**src/rtl/dpm_stream_fifo.sv**
```systemverilog
`default_nettype none
// ============================================================================
//  Module   : dpm_stream_fifo
//  Summary  : Valid/ready FIFO controller around a two-port registered-read
//             RAM (port A writes, port B reads). A 2-entry output buffer
//             hides the RAM read latency so 1 word/clk flows in and out.
//  Revision : 1.0  initial release
// ============================================================================
module dpm_stream_fifo #(
    parameter int WIDTH = 8,
    parameter int DEPTH = 256,
    parameter int AW    = $clog2(DEPTH)
) (
    input  logic                       clk,
    input  logic                       rst,
    input  logic                       in_valid,
    output logic                       in_ready,
    input  logic [WIDTH-1:0]           in_data,
    output logic                       out_valid,
    input  logic                       out_ready,
    output logic [WIDTH-1:0]           out_data,
    output logic [$clog2(DEPTH+2):0]   level,
    output logic                       mem_wr_en,
    output logic [AW-1:0]              mem_wr_addr,
    output logic [WIDTH-1:0]           mem_wr_data,
    output logic [AW-1:0]              mem_rd_addr,
    input  logic [WIDTH-1:0]           mem_rd_data
);

    localparam int             c_LW   = $clog2(DEPTH+2) + 1;
    localparam logic [AW:0]    c_FULL = 1'b1 << AW;

    logic [AW-1:0]    r_wr_ptr;
    logic [AW-1:0]    r_rd_ptr;
    logic [AW:0]      r_mem_count;
    logic [1:0]       r_ob_count;
    logic             r_rd_inflight;
    logic [WIDTH-1:0] r_ob0;
    logic [WIDTH-1:0] r_ob1;

    logic             w_push;
    logic             w_pop;
    logic             w_rd_issue;
    logic [2:0]       w_ob_pending;

    // in_ready depends on registered state only; push is also blocked in reset
    assign in_ready    = (r_mem_count < c_FULL);
    assign w_push      = in_valid & in_ready & ~rst;
    assign out_valid   = (r_ob_count != 2'd0);
    assign w_pop       = out_valid & out_ready;
    assign out_data    = r_ob0;

    // Buffer slots already committed once this cycle's pop is accounted for
    assign w_ob_pending = {1'b0, r_ob_count} + {2'b00, r_rd_inflight} - {2'b00, w_pop};
    assign w_rd_issue   = (r_mem_count != '0) && (w_ob_pending < 3'd2);

    assign mem_wr_en   = w_push;
    assign mem_wr_addr = r_wr_ptr;
    assign mem_wr_data = in_data;
    assign mem_rd_addr = r_rd_ptr;

    assign level = c_LW'(r_mem_count) + c_LW'(r_rd_inflight) + c_LW'(r_ob_count);

    // RAM-side pointers and occupancy
    always_ff @(posedge clk) begin
        if (rst) begin
            r_wr_ptr      <= '0;
            r_rd_ptr      <= '0;
            r_mem_count   <= '0;
            r_rd_inflight <= 1'b0;
        end else begin
            r_rd_inflight <= w_rd_issue;
            if (w_push) begin
                r_wr_ptr <= r_wr_ptr + AW'(1);
            end
            if (w_rd_issue) begin
                r_rd_ptr <= r_rd_ptr + AW'(1);
            end
            case ({w_push, w_rd_issue})
                2'b10:   r_mem_count <= r_mem_count + (AW+1)'(1);
                2'b01:   r_mem_count <= r_mem_count - (AW+1)'(1);
                default: r_mem_count <= r_mem_count;
            endcase
        end
    end

    // Output buffer occupancy
    always_ff @(posedge clk) begin
        if (rst) begin
            r_ob_count <= 2'd0;
        end else begin
            case ({w_pop, r_rd_inflight})
                2'b10:   r_ob_count <= r_ob_count - 2'd1;
                2'b01:   r_ob_count <= r_ob_count + 2'd1;
                default: r_ob_count <= r_ob_count;
            endcase
        end
    end

    // Output buffer data; returned words land behind whatever survives the pop
    always_ff @(posedge clk) begin
        if (!rst) begin
            case ({w_pop, r_rd_inflight})
                2'b10: begin
                    r_ob0 <= r_ob1;
                end
                2'b01: begin
                    if (r_ob_count == 2'd0) begin
                        r_ob0 <= mem_rd_data;
                    end else begin
                        r_ob1 <= mem_rd_data;
                    end
                end
                2'b11: begin
                    if (r_ob_count == 2'd1) begin
                        r_ob0 <= mem_rd_data;
                    end else begin
                        r_ob0 <= r_ob1;
                        r_ob1 <= mem_rd_data;
                    end
                end
                default: begin
                    r_ob0 <= r_ob0;
                    r_ob1 <= r_ob1;
                end
            endcase
        end
    end

    a_ob_bound: assert property (@(posedge clk) disable iff (rst)
        (r_ob_count <= 2'd2));
    a_mem_bound: assert property (@(posedge clk) disable iff (rst)
        (r_mem_count <= c_FULL));

endmodule
`default_nettype wire
```
**config.mk**
```make
export PLATFORM = sky130hd
export DESIGN_NAME = dpm_stream_fifo
export DESIGN_NICKNAME = d
export VERILOG_FILES = /design/src/rtl/dpm_stream_fifo.sv
export SDC_FILE = /design/constraint.sdc
export NUM_CORES = 1
export LEC_CHECK = 0
export CAP_MARGIN = 0
export CORE_ASPECT_RATIO = 0.9
export CORE_UTILIZATION = 48
export DETAILED_ROUTE_END_ITERATION = 8
export GPL_ROUTABILITY_DRIVEN = 0
export MAX_ROUTING_LAYER = met4
export PLACE_DENSITY = 0.79
export SLEW_MARGIN = 25
export SYNTH_ARGS = -nofsm -noshare
export SYNTH_HDL_FRONTEND = slang
export SYNTH_SLANG_ARGS = --single-unit
```
**constraint.sdc**
```tcl
create_clock -name clk -period 5.62 [get_ports clk]
set_clock_uncertainty 0.1 [all_clocks]
set_input_delay 1.124 -clock clk [delete_from_list [all_inputs] [get_ports clk]]
set_output_delay 1.124 -clock clk [all_outputs]
set_load 0.005 [all_outputs]
```
==> results of run 1 <==
[metal layers]
layer  track usage  vias to the layer above  wire length, microns
met5             -                        -                     0
met4        0.0449                        0                    49
met3        0.0434                        8                   237
met2         0.287                       46                  1990
met1         0.257                      854                  2340
li1              -                      942                     -
[synth_stat cells (all sizes together)]
cell type | number | share of area
nor2 | 36 | 0.056
dfxtp | 28 | 0.23
edfxtp | 16 | 0.20
nand2 | 15 | 0.023
xnor2 | 15 | 0.054
ha | 14 | 0.072
inv | 14 | 0.022
xor2 | 14 | 0.051
buf | 10 | 0.031
a21oi | 9 | 0.019
a22o | 8 | 0.029
nand3 | 7 | 0.014
nor4 | 6 | 0.022
a21o | 5 | 0.015
mux2i | 5 | 0.021
nand2b | 5 | 0.013
clkbuf | 4 | 0.0062
fa | 4 | 0.033
nand4 | 4 | 0.010
nor3 | 4 | 0.0083
and3 | 3 | 0.0077
o21ai | 3 | 0.0062
or4 | 3 | 0.011
a31o | 2 | 0.0072
and4 | 2 | 0.0072
o211ai | 2 | 0.0062
a31oi | 1 | 0.0026
mux2 | 1 | 0.0046
nor2b | 1 | 0.0026
nor3b | 1 | 0.0052
o21a | 1 | 0.0031
o2bb2ai | 1 | 0.0036
or2 | 1 | 0.0026
or3 | 1 | 0.0026
[metrics by stage]
step                 util  total power (W)  setup WS [ns]
finish              0.623          0.00151          0.420
global route        0.623          0.00165          0.114
detailed placement  0.603          0.00130         0.0558
CTS                 0.622          0.00151          0.329
floorplan               -          0.00107          0.736
global placement    0.603          0.00128          0.242
[worst max-delay path, cell delays in order]
cell and delay, ns:
clkdlybuf4s50_1 0.51, nor2b_1 0.26, inv_1 0.11, ha_1 0.33, nand2b_1 0.17, fa_1 0.38
xnor2_1 0.15, nand2_1 0.10, or2_1 0.28, inv_2 0.07, ha_2 0.28, inv_1 0.10
fa_1 0.40, nand2b_1 0.16, a21oi_1 0.17, a21o_1 0.15, mux2i_1 0.19, mux2_1 0.34
[path summary, 6_finish.rpt]
kind	from	endpoint	slack (ns)	cells after the start
worst max-delay path	out_ready	r_mem_count[8]	0.42	18
worst min-delay path	mem_wr_addr[1]	mem_wr_addr[1]	0.41	2
worst max register to register	r_ob_count[1]	r_mem_count[8]	0.93	19
worst min register to register	mem_wr_addr[1]	mem_wr_addr[1]	0.41	2
[power by group]
group          total (W)  internal [W]  switching (W)
Sequential      0.000448      0.000393      0.0000555
Clock           0.000201     0.0000881       0.000113
Combinational   0.000864      0.000409       0.000454
[cells in the final DEF, fill, tap and decap left out, types with 9 or more instances in the layout]
cell type	instances
clkdlybuf4s50_1	48
ha_1	13
inv_1	13
edfxtp_1	16
dfxtp_1	28
nand2_1	15
xnor2_1	15
xor2_1	14
a21oi_1	9
nor2_1	36
[flip-flops by register name (all words and copies together), names as in the netlist]
signal and cells:
mem_rd_addr 8, r_rd_inflight 1, r_ob1 8, out_data 8, r_mem_count 9, r_ob_count 2
mem_wr_addr 8
[kinds of logic (layout without fill, tap and decap cells)]
| family | count (synthesis) | in the layout | share of synthesized area |
|---|---|---|---|
| muxes | 6 | 6 | 0.0253 |
| and+or+nand+nor | 89 | 89 | 0.185 |
| adders and majority gates | 18 | 18 | 0.105 |
| DFF | 44 | 44 | 0.429 |
| xor gates and xnor gates | 29 | 29 | 0.105 |
| AOI/OAI and AO/OA | 32 | 32 | 0.0918 |
| buffers and inverters | 28 | 75 | 0.0588 |
[layout make-up]
type,instances,area [sq um],share of cell area
tap,65,81.3,0.0268
clock buffer,5,68.8,0.0227
clock inverter,3,23.8,0.00784
multi-input combinational,174,1240,0.411
sequential,44,1040,0.344
inverter,14,52.6,0.0173
timing repair buffer,53,518,0.171
[repair_timing]
action,in CTS,in global routing
buffers inserted,0,0
endpoints found under the setup margin,0,1
gates resized for setup,0,1
==> reports/qor.csv, run 1 <==
stage,metric,value,unit
sta,max_freq,192,MHz
die,start_util,0.499,
detailed_routing,wl_per_cell,12.9,microns
global_route,first_global_vias,1769,
detailed_routing,first_pass_iters,4,
logic_synthesis,avgSynthCellArea,9.86,sq um
cts,clock-sinks,44,
global_route,grt_start_max_net_pins,36,
die,dieArea,0.00534,sq mm
sta,final_hold_viol_count,0,
detailed_routing,drt_iter0_drc,128,
die,fp.coreArea,0.00486,sq mm
power,p_per_area,499,mW/mm^2
cells_and_area,fin_cells,358,
global_route,grt_first_pass_wirelength,7910,microns
logic_synthesis,syn_nets,284,
cts,cts_buffer_depth,2,
sta,whs,0.413,ns
global_route,antenna_found_initial,0,
sta,min_period,5.20,ns
detailed_routing,via_per_inst,5.17,
sta,slew_violations,0,
cells_and_area,antenna_cells,0,
cts,path_clk_slew,0.08,ns
cts,cts-root-buf,clkbuf_8,
sta,fin_tns_setup,0,ns
placed_design,dp.cells,350,
logic_synthesis,syn_area,0.00243,sq mm
outcome,status,finished clean,
placed_design,port_buffers,48,
die,die_h,69.4,microns
cells_and_area,syn_to_final_growth,24.9,%
logic_synthesis,synth-seq-cells,44,
sta,slew_headroom,0.505,
cells_and_area,layout.nets,330,
cts,cts_hold_buf,0,
sta,max_slew.worst_pin.slew,0.743,ns
cells_and_area,drive_gt1_frac,0.0648,
run,maxCapViolCount,0,
worst_setup_path,criticalPathCategory,in2reg,
detailed_routing,antenna_left,0,
logic_synthesis,synth_warnings,0,
worst_setup_path,cp.required,5.70,ns
sta,finalSetupViolations,0,
worst_setup_path,critPathLaunchType,input port,
cts,clk_latency,0.29,ns
logic_synthesis,syn_inst,246,
logic_synthesis,seq_area_frac_synth,0.429,
die,io_pins,65,
worst_setup_path,critPathCaptureType,flip-flop,
min_path,hp-class,reg2reg,
worst_setup_path,worst_ep_arrival_time,5.28,ns
detailed_routing,wirelength,4620,microns
cts,cts-buffers-inserted,5,
global_route,overflow,0,
die,fp.dieW,76.9,microns
die,rows,24,
sta,rsz0062_at_grt,false,
detailed_routing,route.detailed.drc,0,
power,ir_drop,0.254,mV
placed_design,hpwlAfterDp,3400,microns
cts,tritoncts,done,
placed_design,placed_area,0.00294,sq mm
global_route,grt_use_total,0.189,
worst_setup_path,crit_path_max_fanout,9,
logic_synthesis,synth_cell_type_count,40,
cts,htree_num_levels,2,
power,leakagePower,1.21,nW
cells_and_area,fillers,419,
detailed_routing,vias,1850,
sta,post-route-period-util,0.925,
cells_and_area,final_area,0.00303,sq mm
Note: power is estimated with default switching activity, not from simulation.
==> run 2: changes to the inputs <==
--- a/config.mk
+++ b/config.mk
@@ -12,6 +12,7 @@
 export GPL_ROUTABILITY_DRIVEN = 0
 export MAX_ROUTING_LAYER = met4
 export PLACE_DENSITY = 0.79
+export REMOVE_ABC_BUFFERS = 1
 export SLEW_MARGIN = 25
 export SYNTH_ARGS = -nofsm -noshare
 export SYNTH_HDL_FRONTEND = slang
==> reports/qor.csv, run 2 (synthesis results as in run 1) <==
stage,metric,value,unit,change
global_route,antenna_found_initial,0,,unchanged
detailed_routing,vias,1867,,+0.92%
cells_and_area,layout.nets,329,,-0.30%
worst_setup_path,critPathLaunchType,input port,,
global_route,first_global_vias,1743,,-1.5%
power,seqPwrFrac,0.302,,+0.006
sta,rsz0062_at_grt,false,,
die,dieArea,0.00534,sq mm,unchanged
cts,cts_buffer_depth,2,,unchanged
cells_and_area,regMostFlops,r_mem_count,,
detailed_routing,wl_per_cell,13.0,microns,+1.0%
worst_setup_path,criticalPathCategory,in2reg,,
sta,post-route-period-util,0.929,,+0.00373
cts,postCtsSetupBuffers,0,,unchanged
cts,tritoncts,done,,
placed_design,hpwlAfterDp,3360,microns,-1.2%
global_route,grt_use_total,0.195,,+0.00579
run,maxCapViolCount,0,,unchanged
worst_setup_path,crit_path_max_fanout,7,,-2
cells_and_area,syn_to_final_growth,24.2,%,
worst_setup_path,critPathSlowestCell,clkdlybuf4s50_1,,
worst_setup_path,cp-startpoint,out_ready,,
detailed_routing,first_pass_iters,4,,unchanged
power,ir_drop,0.265,mV,+4.4%
outcome,status,finished clean,,
power,p_switching,0.000608,W,-2.4%
cts,clk_latency,0.29,ns,about the same
cts,htree_num_levels,2,,unchanged
power,switching_share,0.408,,-0.00352
sta,slew_headroom,0.536,,+0.0316
worst_setup_path,critPathMaxStageDelay,0.49,ns,-0.02 ns
cells_and_area,fin_cells,357,,-0.28%
die,fp.coreArea,0.00486,sq mm,unchanged
worst_setup_path,path_buf_inv,4,,unchanged
power,p_int,0.000882,W,-0.95%
cells_and_area,antenna_cells,0,,unchanged
sta,min_period,5.22,ns,+0.0210 ns
cts,cts-buffers-inserted,5,,unchanged
worst_setup_path,r2r-start,r_ob_count[1],,
die,rows,24,,unchanged
power,leakagePower,1.21,nW,about the same
min_path,hp-class,reg2reg,,
cells_and_area,final_common_cell,clkdlybuf4s50_1,,
cts,cts-root-buf,clkbuf_8,,
global_route,grt_first_pass_wirelength,8090,microns,+2.2%
worst_setup_path,crit_chain,clkdlybuf4s50_1 -> nor2b_1 -> inv_1 -> ha_1 -> nand2b_1 -> fa_1 -> xnor2_1 -> nand2_1 -> or2_1 -> inv_2 -> ha_2 -> inv_1 -> fa_1 -> nand2b_1 -> a21oi_1 -> a21o_1 -> mux2i_1 -> mux2_1,,
detailed_routing,via_per_inst,5.23,,+1.2%
global_route,grt_start_max_net_pins,36,,unchanged
sta,finalSetupViolations,0,,unchanged
cts,path_clk_slew,0.08,ns,about the same
sta,max_freq,192,MHz,-0.40%
worst_setup_path,cp.required,5.70,ns,about the same
cells_and_area,largest_reg_flops,9,,unchanged
sta,fin_tns_setup,0,ns,unchanged
power,p_per_area,494,mW/mm^2,-1.0%
die,start_util,0.499,,unchanged
cts,clock-sinks,44,,unchanged
cells_and_area,layout_common_cells,"clkdlybuf4s50_1 (48), nor2_1 (36), dfxtp_1 (28)",,
die,io_pins,65,,unchanged
sta,max_slew.worst_pin.slew,0.696,ns,-0.0474 ns
worst_setup_path,critPathCaptureType,flip-flop,,
cells_and_area,drive_gt1_frac,0.0582,,-0.00663
die,fp.dieW,76.9,microns,unchanged
global_route,overflow,0,,unchanged
detailed_routing,route.detailed.drc,0,,unchanged
power,p_total,0.00149,W,-1.5%
sta,final_hold_viol_count,0,,unchanged
placed_design,dp.cells,349,,-0.29%
placed_design,port_buffers,48,,unchanged
worst_setup_path,crit_family,adder cells,,
detailed_routing,antenna_left,0,,unchanged
detailed_routing,wirelength,4650,microns,+0.74%
power,p_comb_frac,0.569,,-0.002
worst_setup_path,worst_ep_arrival_time,5.30,ns,+0.02 ns
sta,slew_violations,0,,unchanged
detailed_routing,drt_iter0_drc,95,,-26%
min_path,hold_path.startpoint,mem_wr_addr[1],,
power,pwr-share-clk,0.129,,-0.004
die,die_h,69.4,microns,unchanged
-- run 2: cell types whose count changed in the layout (fill, tap and decap cells not counted), sizes merged --
cell / previous run / this run
buf: 5 / 4
clkbuf: 5 / 6
clkinvlp: 2 / 0
inv: 14 / 15
-- run 2: layout make-up --
class                           instances  area (sq um)
Clock inverter                          2          11.3
Inverter                               14          52.6
Fill cell                             432          1850
Clock buffer                            6          72.6
Sequential cell                        44          1040
Timing Repair Buffer                   52           510
Multi-Input combinational cell        174          1240
Tap cell                               65          81.3
-- run 2: worst paths after layout --
check	endpoint	slack, ns	cells after the start
max	r_mem_count[8]	0.40	18
min	mem_wr_addr[1]	0.41	2
max reg2reg	r_mem_count[8]	0.89	19
min reg2reg	mem_wr_addr[1]	0.41	2
-- run 2: timing repair --
| item | CTS | global route |
|---|---|---|
| gates resized for setup | 0 | 1 |
| setup endpoints to repair | 0 | 1 |
| hold buffers | 0 | 0 |
-- run 2: worst register-to-register path, delay by kind of cell (launching register included) --
kind                       cells  cell delay, ns
buffers and inverters          4            0.38
adders and majority gates      5            1.58
AOI/OAI and AO/OA              2            0.35
xor gates and xnor gates       1            0.14
and+or+nand+nor                5            1.05
DFF                            1            0.50
muxes                          2            0.52
-- run 2: routing by layer --
layer / up-vias / track usage / wire length (microns)
met5: - / - / 0
met4: 0 / 0.0705 / 80
met3: 10 / 0.0513 / 306
met2: 67 / 0.290 / 2100
met1: 852 / 0.256 / 2170
li1: 938 / - / -
-- run 2: through the flow --
step                      setup slack, ns   util  hold WS (ns)  area, sq um
final                               0.399  0.620         0.411         3010
after global routing               0.0707  0.620         0.435         3010
after CTS                           0.333  0.619         0.415         3010
after detailed placement           0.0452  0.602         0.401         2930
after global placement              0.246  0.602         0.388         2930
after floorplan                     0.778      -         0.389         2340
-- run 2: power by group through the flow --
stage / clock [W] / sequential (W) / combinational [W]
floorplan: 0 / 0.000445 / 0.000594
global placement: 0 / 0.000455 / 0.000817
detailed placement: 0 / 0.000457 / 0.000840
CTS: 0.000196 / 0.000450 / 0.000845
global route: 0.000210 / 0.000458 / 0.000959
finish: 0.000192 / 0.000450 / 0.000847
==> run 3: changes to the inputs <==
--- a/config.mk
+++ b/config.mk
@@ -5,8 +5,10 @@
 export SDC_FILE = /design/constraint.sdc
 export NUM_CORES = 1
 export LEC_CHECK = 0
+export ABC_CLOCK_PERIOD_IN_PS = 5620
 export CAP_MARGIN = 0
 export CORE_ASPECT_RATIO = 0.9
+export CORE_MARGIN = 4
 export CORE_UTILIZATION = 48
 export DETAILED_ROUTE_END_ITERATION = 8
 export GPL_ROUTABILITY_DRIVEN = 0
==> reports/qor.csv, run 3 (synthesis results as in run 1) <==
stage,metric,value,unit,change
outcome,status,finished clean,,
worst_setup_path,worst_ep_arrival_time,5.15,ns,-0.15 ns
die,start_util,0.499,,unchanged
sta,finalSetupViolations,0,,unchanged
cts,tritoncts,done,,
power,p_per_area,511,mW/mm^2,+3.5%
die,dieArea,0.00626,sq mm,+17%
sta,max_slew.worst_pin.slew,0.654,ns,-0.0418 ns
cells_and_area,regMostFlops,r_mem_count,,
detailed_routing,antenna_left,0,,unchanged
worst_setup_path,ff2ff_setup_slack,1.04,ns,+0.15 ns
cts,cts-buffers-inserted,5,,unchanged
placed_design,port_buffers,48,,unchanged
detailed_routing,first_pass_iters,5,,+1
cells_and_area,largest_reg_flops,9,,unchanged
global_route,grt_start_max_net_pins,36,,unchanged
detailed_routing,wl_per_cell,13.5,microns,+3.9%
die,fp.dieW,82.9,microns,+7.8%
global_route,overflow,0,,unchanged
min_path,hp-class,reg2reg,,
run,maxCapViolCount,0,,unchanged
sta,post-route-period-util,0.901,,-0.0278
placed_design,dpl_worst_slack,0.294,ns,+0.249 ns
sta,slew_headroom,0.552,,+0.0154
sta,rsz0062_at_grt,false,,
global_route,grt_use_total,0.167,,-0.0283
detailed_routing,route.detailed.drc,0,,unchanged
cts,cts_hold_buf,0,,unchanged
cts,cts-root-buf,clkbuf_8,,
cells_and_area,syn_to_final_growth,25.4,%,
worst_setup_path,critPathCaptureType,flip-flop,,
detailed_routing,vias,1844,,-1.2%
sta,min_period,5.06,ns,-0.156 ns
power,ir_drop,0.323,mV,+22%
sta,fin_tns_setup,0,ns,unchanged
worst_setup_path,critPathLaunchType,input port,,
sta,max_freq,197,MHz,+3.1%
cells_and_area,final_area,0.00304,sq mm,+0.95%
worst_setup_path,rr_endpoint,r_mem_count[8],,
cells_and_area,antenna_cells,0,,unchanged
cts,cts_buffer_depth,2,,unchanged
cts,post_cts_resized,0,,unchanged
worst_setup_path,cp.required,5.71,ns,about the same
worst_setup_path,ff2ff_path_depth,19,,unchanged
cts,htree_num_levels,2,,unchanged
cells_and_area,layout_common_cells,"clkdlybuf4s50_1 (48), nor2_1 (36), dfxtp_1 (28)",,
sta,slew_violations,0,,unchanged
cts,clock-sinks,44,,unchanged
cells_and_area,final_common_cell,clkdlybuf4s50_1,,
worst_setup_path,crit_path_max_fanout,4,,-3
detailed_routing,wirelength,4840,microns,+3.9%
detailed_routing,via_per_inst,5.17,,-1.2%
power,leakagePower,1.22,nW,+0.83%
cells_and_area,post-route-util,0.626,,+0.00592
global_route,antenna_found_initial,0,,unchanged
die,fp.coreArea,0.00486,sq mm,unchanged
die,die_h,75.4,microns,+8.6%
worst_setup_path,endpoint,r_mem_count[8],,
die,rows,24,,unchanged
cts,postCtsSetupBuffers,0,,unchanged
cells_and_area,drive_gt1_frac,0.0582,,unchanged
worst_setup_path,cp-startpoint,out_ready,,
sta,whs,0.428,ns,+0.0163 ns
sta,final_hold_viol_count,0,,unchanged
worst_setup_path,r2r-start,r_ob_count[1],,
worst_setup_path,criticalPathCategory,in2reg,,
sta,worst_slack,0.555,ns,+0.156 ns
cells_and_area,layout.nets,329,,unchanged
placed_design,hpwlAfterDp,3580,microns,+6.3%
placed_design,placed_area,0.00293,sq mm,unchanged
global_route,grt_first_pass_wirelength,8200,microns,+1.5%
cts,clk_latency,0.29,ns,about the same
die,io_pins,65,,unchanged
detailed_routing,drt_iter0_drc,91,,-4.2%
cts,path_clk_slew,0.09,ns,about the same
global_route,first_global_vias,1822,,+4.5%
-- run 3: routing by layer --
| metal | up-vias | part of all wire | GRT usage | wire, microns |
|---|---|---|---|---|
| met2 | 60 | 0.48 | 0.284 | 2340 |
| met5 | - | 0 | - | 0 |
| met1 | 843 | 0.44 | 0.191 | 2130 |
| met4 | 0 | 0.019 | 0.0672 | 94 |
| met3 | 10 | 0.057 | 0.0454 | 275 |
| li1 | 931 | - | - | - |
-- run 3: layout make-up --
cell class              count  area (sq um)
fillers                   426          1820
flip-flops and latches     44          1040
inverters                  14          52.6
multi-input cells         174          1240
repair buffers             52           510
well taps                  65          81.3
clock buffers               5          68.8
clock inverters             3          46.3
-- run 3: worst min-delay path by stage --
stage | startpoint | endpoint | slack (ns) | cells past startpoint
final | mem_wr_addr[7] | mem_wr_addr[7] | 0.43 | 2
after global routing | r_ob1[2] | out_data[2] | 0.46 | 1
after CTS | mem_wr_addr[7] | mem_wr_addr[7] | 0.43 | 2
after detailed placement | mem_wr_addr[7] | mem_wr_addr[7] | 0.41 | 2
after global placement | mem_wr_addr[1] | mem_wr_addr[1] | 0.40 | 2
after floorplan | mem_wr_addr[1] | mem_wr_addr[1] | 0.39 | 2
-- run 3: report_power, final --
part | switching, W | total, W | internal [W] | leakage [nW]
sequential | 0.0000561 | 0.000449 | 0.000393 | 0.374
combinational | 0.000458 | 0.000864 | 0.000405 | 0.793
clock | 0.000110 | 0.000244 | 0.000134 | 0.0548
-- run 3: stage by stage --
| stage | cells | total power, W |
|---|---|---|
| floorplan | 232 | 0.00104 |
| global placement | 349 | 0.00129 |
| detailed placement | 349 | 0.00131 |
| CTS | 357 | 0.00157 |
| global route | 357 | 0.00170 |
| finish | 357 | 0.00156 |
-- run 3: critical path: stages --
cell and delay, ns:
clkdlybuf4s50_1 0.48, nor2b_1 0.23, inv_1 0.11, ha_1 0.33
nand2b_1 0.17, fa_1 0.38, xnor2_1 0.14, nand2_1 0.09
or2_1 0.28, inv_2 0.07, ha_1 0.15, inv_1 0.06
fa_1 0.40, nand2b_1 0.16, a21oi_1 0.26, a21o_1 0.17
mux2i_1 0.20, mux2_1 0.33
